===== src/rtl/uart_pkg.sv =====
// uart_pkg: state encodings and bit-timing helpers shared by uart_rx and uart_tx
package uart_pkg;

   typedef enum logic [1:0] {
      IDLE     = 2'd0,
      START    = 2'd1,
      REC_BYTE = 2'd2,
      STOP     = 2'd3
   } rx_state_t;

   typedef enum logic [1:0] {
      TX_IDLE      = 2'd0,
      TX_START     = 2'd1,
      TX_SEND_BYTE = 2'd2,
      TX_STOP      = 2'd3
   } tx_state_t;

   localparam int CYCLE_MIN = 8;
   localparam int CYCLE_MAX = 65535;

   // clock cycles per serial bit, clock given in MHz
   function automatic int cycle_of(input int clk_mhz, input int baud);
      return (clk_mhz * 1000000) / baud;
   endfunction

endpackage


===== src/rtl/sync_2ff.sv =====
// sync_2ff: two-flop synchronizer for a single asynchronous input
module sync_2ff #(
   parameter logic RST_VAL = 1'b1
) (
   input  logic clk,
   input  logic rst_n,
   input  logic d,
   output logic q
);

   logic meta;

   always_ff @(posedge clk or negedge rst_n) begin
      if (!rst_n) begin
         meta <= RST_VAL;
         q    <= RST_VAL;
      end else begin
         meta <= d;
         q    <= meta;
      end
   end

endmodule


===== src/rtl/uart_rx.sv =====
// uart_rx: 8N1 serial receiver with a one-byte output holding register
module uart_rx
   import uart_pkg::*;
#(
   parameter int CLK_FREQUENCY = 50,
   parameter int BAUD_RATE     = 115200
) (
   input  logic       clk,
   input  logic       rst_n,
   input  logic       rx_pin,
   output logic [7:0] rx_data,
   output logic       rx_data_valid,
   input  logic       rx_data_ready,
   output logic       frame_err,
   output logic       overrun
);

   localparam int          CYCLE     = cycle_of(CLK_FREQUENCY, BAUD_RATE);
   localparam logic [15:0] HALF_LAST = 16'(CYCLE / 2 - 1);
   localparam logic [15:0] BIT_LAST  = 16'(CYCLE - 1);

   if (CYCLE < CYCLE_MIN || CYCLE > CYCLE_MAX) begin : g_cycle_range
      $error("uart_rx: clocks per bit out of range");
   end

   rx_state_t   state, state_nxt;
   logic [15:0] cycle_cnt, cycle_cnt_nxt;
   logic [2:0]  bit_cnt;
   logic [7:0]  shift;
   logic        rx_s, rx_prev;
   logic        fall, half_hit, bit_hit;
   logic        bit_take, commit, stop_bad;

   sync_2ff #(.RST_VAL(1'b1)) u_sync (
      .clk   (clk),
      .rst_n (rst_n),
      .d     (rx_pin),
      .q     (rx_s)
   );

   assign fall     = rx_prev & ~rx_s;
   assign half_hit = cycle_cnt == HALF_LAST;
   assign bit_hit  = cycle_cnt == BIT_LAST;

   always_comb begin
      state_nxt = state;
      bit_take  = 1'b0;
      commit    = 1'b0;
      stop_bad  = 1'b0;
      case (state)
         IDLE:     state_nxt = fall ? START : IDLE;
         START:    if (half_hit) state_nxt = rx_s ? IDLE : REC_BYTE;
         REC_BYTE: begin
            bit_take = bit_hit;
            if (bit_hit && bit_cnt == 3'd7) state_nxt = STOP;
         end
         STOP:     if (bit_hit) begin
            state_nxt = IDLE;
            commit    = rx_s;
            stop_bad  = ~rx_s;
         end
         default:  state_nxt = IDLE;
      endcase
      // bit_hit doubles as the per-bit wrap while staying in REC_BYTE
      cycle_cnt_nxt = (state_nxt != state || state == IDLE || bit_hit) ? 16'd0 : cycle_cnt + 16'd1;
   end

   always_ff @(posedge clk or negedge rst_n) begin
      if (!rst_n) begin
         state     <= IDLE;
         cycle_cnt <= '0;
         bit_cnt   <= '0;
         shift     <= '0;
         rx_prev   <= 1'b1;
      end else begin
         state     <= state_nxt;
         cycle_cnt <= cycle_cnt_nxt;
         rx_prev   <= rx_s;
         if (bit_take) begin
            shift[bit_cnt] <= rx_s;
            bit_cnt        <= bit_cnt + 3'd1;
         end
      end
   end

   // a commit always wins over a consume, so valid never drops on a new byte
   always_ff @(posedge clk or negedge rst_n) begin
      if (!rst_n) begin
         rx_data       <= '0;
         rx_data_valid <= 1'b0;
         frame_err     <= 1'b0;
         overrun       <= 1'b0;
      end else begin
         frame_err     <= stop_bad;
         overrun       <= commit & rx_data_valid & ~rx_data_ready;
         rx_data_valid <= commit | (rx_data_valid & ~rx_data_ready);
         if (commit) rx_data <= shift;
      end
   end

endmodule


===== config.mk =====
export PLATFORM = sky130hd
export DESIGN_NAME = uart_rx
export DESIGN_NICKNAME = d
export VERILOG_FILES = /design/src/rtl/uart_pkg.sv /design/src/rtl/sync_2ff.sv /design/src/rtl/uart_rx.sv
export SDC_FILE = /design/constraint.sdc
export NUM_CORES = 1
export LEC_CHECK = 0
export BUFFER_PORTS_ARGS = -buffer_cell sky130_fd_sc_hd__clkbuf_2
export CELL_PAD_IN_SITES_DETAIL_PLACEMENT = 1
export CELL_PAD_IN_SITES_GLOBAL_PLACEMENT = 2
export CORE_MARGIN = 4
export CORE_UTILIZATION = 40
export DETAILED_ROUTE_END_ITERATION = 12
export PLACE_DENSITY = 0.75
export SETUP_SLACK_MARGIN = 0.5
export SLEW_MARGIN = 20
export SYNTH_ARGS = -nofsm -noshare
export SYNTH_HDL_FRONTEND = slang
export SYNTH_SLANG_ARGS = --single-unit

===== constraint.sdc =====
create_clock -name clk -period 2.95 [get_ports clk]
set_input_delay 0.59 -clock clk [delete_from_list [all_inputs] [get_ports clk]]
set_output_delay 0.59 -clock clk [all_outputs]
set_load 0.03 [all_outputs]

# Yosys cells after proc, flatten, opt, wreduce, memory -nomap -nowiden
# Index checks and enable logic that the tools add are counted.
classes:
  add_sub_neg: 2
  mux: 15
  n_reduce_logical: 5
  magnitude_cmp: 2
  bitwise: 7
  eq_ne: 7
ops:
  columns: ["cell", "count"]
  rows:
  - ["16-bit by 1-bit adder with 16-bit output, second input constant", 1]
  - ["16-bit by 8-bit == test with 1-bit output, second input constant", 1]
  - ["16-bit by 9-bit == test with 1-bit output, second input constant", 1]
  - ["16-bit 2-to-1 mux", 1]
  - ["8-bit bitwise mux", 1]
  - ["2-bit 2-to-1 mux", 4]
  - ["2-bit case mux with 4 select lines", 1]
  - ["1-bit 2-to-1 mux", 7]
  - ["1-bit AND", 4]
  - ["2-bit == test, second input constant", 2]
  - ["3-bit by 4-bit less-than comparator with 1-bit output, second input constant", 1]
  - ["3-bit by 1-bit adder with 3-bit output, second input constant", 1]
  - ["1-bit demux with 3-bit select", 1]
  - ["3-bit == test, second input constant", 1]
  - ["3-bit by 1-bit >= comparator with 1-bit output, second input constant", 1]
  - ["2-bit by 1-bit == test with 1-bit output, second input constant", 1]
  - ["1-bit logical AND", 2]
  - ["2-bit zero test", 1]
  - ["1-bit logical OR", 2]
  - ["2-bit != test", 1]
  - ["1-bit inverter", 2]
  - ["1-bit bitwise OR", 1]
word_totals:
  register_bits: 43
  input_bits: 4

# Logic depth before layout (Yosys ltp)
logic_depth:
  word_depth: 8
  mapped_depth: 7

# Hierarchy
# Synthesis repeated with hierarchy kept, for this count alone.
unflattened:
  hier_cells: 172
  area_unflattened_um2: 2026.9
modules_own_cells:
  columns: ["mod", "area_each_um2", "cells_each", "seq_area_each_um2", "instances"]
  rows:
  - ["uart_rx", 1974.4, 170, 1027.2, 1]
  - ["sync_2ff", 52.6, 2, 52.6, 1]

# Least setup slack after synthesis
# OpenSTA, ideal clock, no wires.
synth_timing:
  path_type: "register to register"
  start: "reg cycle_cnt[1]"
  end: "reg rx_data[0]"
  synth_period_minus_slack_ns: 2.157
  path_buffers: 1
  path_stages_with_launch: 8
  required_ns: 2.822
  path_slack_ns: 0.793
  arrival_ns: 2.029
  path_cell_list: "dfrtp_1 > inv_1 > ha_1 > or3b_2 > nor2_4 > and4_1 > buf_2 > mux2_1"
synth_via:
  elab_chain_len: 3
synth_lines:
  columns: ["item", "line_no", "text"]
  rows:
  - ["from (decl)", "uart_rx.sv:27", "logic [15:0] cycle_cnt, cycle_cnt_nxt;"]
  - ["from (signal assigned)", "uart_rx.sv:77", "cycle_cnt <= cycle_cnt_nxt;"]
  - ["16-bit by 9-bit == test with 1-bit output", "uart_rx.sv:43", "assign bit_hit = cycle_cnt == BIT_LAST;"]
  - ["1-bit 2-to-1 mux", "uart_rx.sv:57", "STOP: if (bit_hit) begin"]
  - ["1-bit 2-to-1 mux", "uart_rx.sv:50", "case (state)"]
  - ["to (signal assigned)", "uart_rx.sv:97", "if (commit) rx_data <= shift;"]
  - ["to (decl)", "uart_rx.sv:11", "output logic [7:0] rx_data,"]
# No other way between the ends.
# A chain may end at the register's enable or synchronous reset.

# Worst setup path after layout
layout_timing:
  start: "reg cycle_cnt[10]"
  end: "reg state[0]"
layout_via:
  elab_chain_len: 4
  elab_cells_between_ends: 7
  classes_between: "2 x eq/ne; 4 x mux; 1 x reduce/logical"
layout_lines:
  columns: ["item", "line_no", "text"]
  rows:
  - ["16-bit by 9-bit == test with 1-bit output", "uart_rx.sv:43", null]
  - ["1-bit logical AND", "uart_rx.sv:55", "if (bit_hit && bit_cnt == 3'd7) state_nxt = STOP;"]
  - ["2-bit 2-to-1 mux", "uart_rx.sv:55", null]
  - ["2-bit case mux with 4 select lines (*)", "uart_rx.sv:50", null]
  - ["via state_nxt[0]", "uart_rx.sv:26", "rx_state_t state, state_nxt;"]
  - ["to (signal assigned)", "uart_rx.sv:76", "state <= state_nxt;"]
  - ["to (decl)", "uart_rx.sv:26", null]
# The timed path passes the listed nets; every way through them passes the cells marked *.

==> flow_summary.ini <==
[critical_path]
start_kind = flop
slowest_stage = or4_1
worstSetupEndpointType = flop
slowest_delay_ns = 0.73
path_cells = or4_1 > nor4_4 > nor3b_1 > or4_1
cp_top_family = simple AND/OR/NAND/NOR gates
arrival_ns = 2.42
critPathMostFrequentCell = or4_1
required_ns = 3.10
critPathKind = reg2reg
crit_buf_inv = 0
timing.critical_path.fanout_max = 5

[sta]
worst_pin_slew_ns = 0.956
fin_setup_tns_ns = 0
max_freq_mhz = 440
period_minus_slack_ns = 2.27
timing.hold.ws_ns = 0.359
finalMaxSlewViolations = 0
finalHoldViolCount = 0
rsz0062_at_grt = false
finalCritPeriodShare = 0.771
setup_violations = 0
relSlewSlack = 0.362
skew_ns = 0.00465

[floorplanning]
row_count = 26
io_pins = 15
die_h_um = 81.1
die_area_mm2 = 0.00657
core_area_mm2 = 0.00514
die_w_um = 81.1
initial_utilization = 0.416

[clocking]
cts_root_buffer = clkbuf_8
h-tree-depth = 2
clkTransAtPathRegs_ns = 0.08
clock-sinks = 43
post-cts-setup-buffer-count = 0
cts_buffers = 5
clock_latency_ns = 0.28
cts_buffer_depth = 2
cts_tree = done

[global_route]
antenna_found_initial = 0
grt_pass1_wl_um = 7390
grt_pass1_vias = 1479
grt_max_degree = 44
grtUsageTotal = 0.146
grt.overflow.total = 0

[synthesis]
syn_area_mm2 = 0.00214
yosysWarnings = 0
syn_nets = 200
yosys.cell_types.count = 42
netlist_instances = 191
synth-seq-cells = 43
ys_seq_area_frac = 0.506
postSynthAreaPerCell_um2 = 11.2

[pwr]
p_per_area_mw_per_mm2 = 533
sw_frac_of_total = 0.302
p_int_w = 0.000870
comb_power_share = 0.161
pwr-share-seq = 0.556
p_leak_nw = 1.06
pwr-share-clk = 0.283
ir_drop_mv = 0.299
p_sw_w = 0.000376

[place]
place.gp.congestion = 0.781
hpwl_um = 3090
dpl.cell_count = 265
placement.io_buffers = 14

[routing]
ant_nets = 0
wl_um = 4340
viasPerCell = 5.23
first_iter_violations = 43
drc = 0
routedWlPerCell_um = 15.9
vias = 1429
drt_pass1_iterations = 5

[layout]
final_cell_count_no_fill = 273
drive_gt1_frac = 0.182
syn2layout_area_growth_pct = 9.31
nNetsFinal = 211
diodes = 0

[run]
max-cap-violations = 0

[worst_hold_path]
worstHoldPathType = reg2reg

[outcome]
status = completed
final cells by class:
type | instances | area (um^2)
Clock inverter | 3 | 15.0
Tap cell | 70 | 87.6
Inverter | 5 | 18.8
Fill cell | 594 | 2810
Timing Repair Buffer | 16 | 85.1
Multi-Input combinational cell | 131 | 980
Sequential cell | 43 | 1080
Clock buffer | 5 | 68.8
stage by stage:
stage / utilization / total power, W / instance area, um^2 / worst slack (ns)
floorplan: - / 0.000854 / 2140 / 0.793
global placement: 0.437 / 0.000894 / 2250 / 0.624
finish: 0.454 / 0.00125 / 2330 / 0.677
CTS: 0.454 / 0.00127 / 2330 / 0.525
detailed placement: 0.437 / 0.000907 / 2250 / 0.545
global route: 0.454 / 0.00133 / 2330 / 0.561
Yosys cell counts, drive strengths merged:
library cell	number	area, um^2
a21o	1	7.51
a21oi	2	10.0
a31oi	1	6.26
and3	1	6.26
and4	1	8.76
and4b	1	10.0
buf	4	28.8
clkbuf	8	31.3
dfrtp	40	1000
dfstp	3	78.8
ha	5	62.6
inv	5	18.8
mux2	18	203
nand2	7	26.3
nand2b	2	12.5
nand3	14	70.1
nand3b	2	18.8
nand4	7	43.8
nand4b	1	8.76
nor2	23	93.8
nor2b	1	6.26
nor3	6	35.0
nor3b	4	30.0
nor4	9	86.3
nor4b	2	17.5
o21ai	1	5.00
o41ai	1	27.5
or2	1	6.26
or3	1	6.26
or3b	1	8.76
or4	3	26.3
or4bb	1	11.3
xnor2	13	114
xor2	1	8.76
final timing paths:
kind | start | endpoint | slack, ns | cells after the start
setup / recovery | cycle_cnt[10]$_DFF_PN0_ | state[0]$_DFF_PN0_ | 0.68 | 4
hold / removal | u_sync.meta$_DFF_PN1_ | u_sync.q$_DFF_PN1_ | 0.36 | 0
setup reg to reg | cycle_cnt[10]$_DFF_PN0_ | state[0]$_DFF_PN0_ | 0.68 | 4
hold reg to reg | u_sync.meta$_DFF_PN1_ | u_sync.q$_DFF_PN1_ | 0.36 | 0
max in group asynchronous | rst_n | state[0]$_DFF_PN0_ | 1.90 | 1
min in group asynchronous | rst_n | cycle_cnt[13]$_DFF_PN0_ | 0.45 | 1
power groups by stage:
stage | clock, W | combinational [W] | sequential (W)
2_1_floorplan | 0 | 0.000183 | 0.000670
3_3_place_gp | 0 | 0.000194 | 0.000700
3_5_place_dp | 0 | 0.000202 | 0.000705
4_1_cts | 0.000370 | 0.000204 | 0.000692
5_1_grt | 0.000401 | 0.000227 | 0.000703
6_report | 0.000352 | 0.000200 | 0.000693
layout by cell type (no fill, tap or decap), types with 2 or more instances in the layout:
cell type	netlist	layout
a21oi_1	2	2
buf_4	1	2
clkbuf_2	1	13
clkbuf_8	0	5
clkinv_2	0	3
dfrtp_1	40	40
dfstp_2	3	3
ha_1	5	5
inv_1	5	5
mux2_1	18	18
nand2_1	7	7
nand2b_1	2	2
nand3_1	14	14
nand4_1	7	7
nor2_1	22	22
nor3_1	5	5
nor3b_1	4	4
nor4_1	7	7
nor4_4	2	2
nor4b_1	2	2
or4_1	2	2
xnor2_1	13	13
flip-flops by register name (all words and copies together), names as in the netlist:
register,flops
state,2
bit_cnt,3
overrun,1
u_sync.q,1
u_sync.meta,1
rx_data_valid,1
shift,8
cycle_cnt,16
frame_err,1
rx_prev,1
rx_data,8
what timing repair did:
item,CTS,global route
hold buffers,0,0
endpoints found under the setup margin,0,8
resized for setup,0,2
logic make-up after synthesis:
group / share of synthesized area
AND/OR/NAND/NOR: 0.250
AO/OA/AOI/OAI: 0.0264
XOR/XNOR: 0.0574
multiplexers: 0.0949
flip-flops: 0.506
buffers and inverters: 0.0369
adder cells (fa/ha/maj): 0.0293
routing by layer:
layer / global-route usage / up-vias / routed length [um]
li1: - / 693 / -
met4: 0.0389 / 0 / 24
met2: 0.221 / 16 / 1970
met3: 0.0355 / 2 / 109
met1: 0.207 / 718 / 2240
met5: 0 / - / 0
No activity file was read; power rests on OpenSTA's default activity.
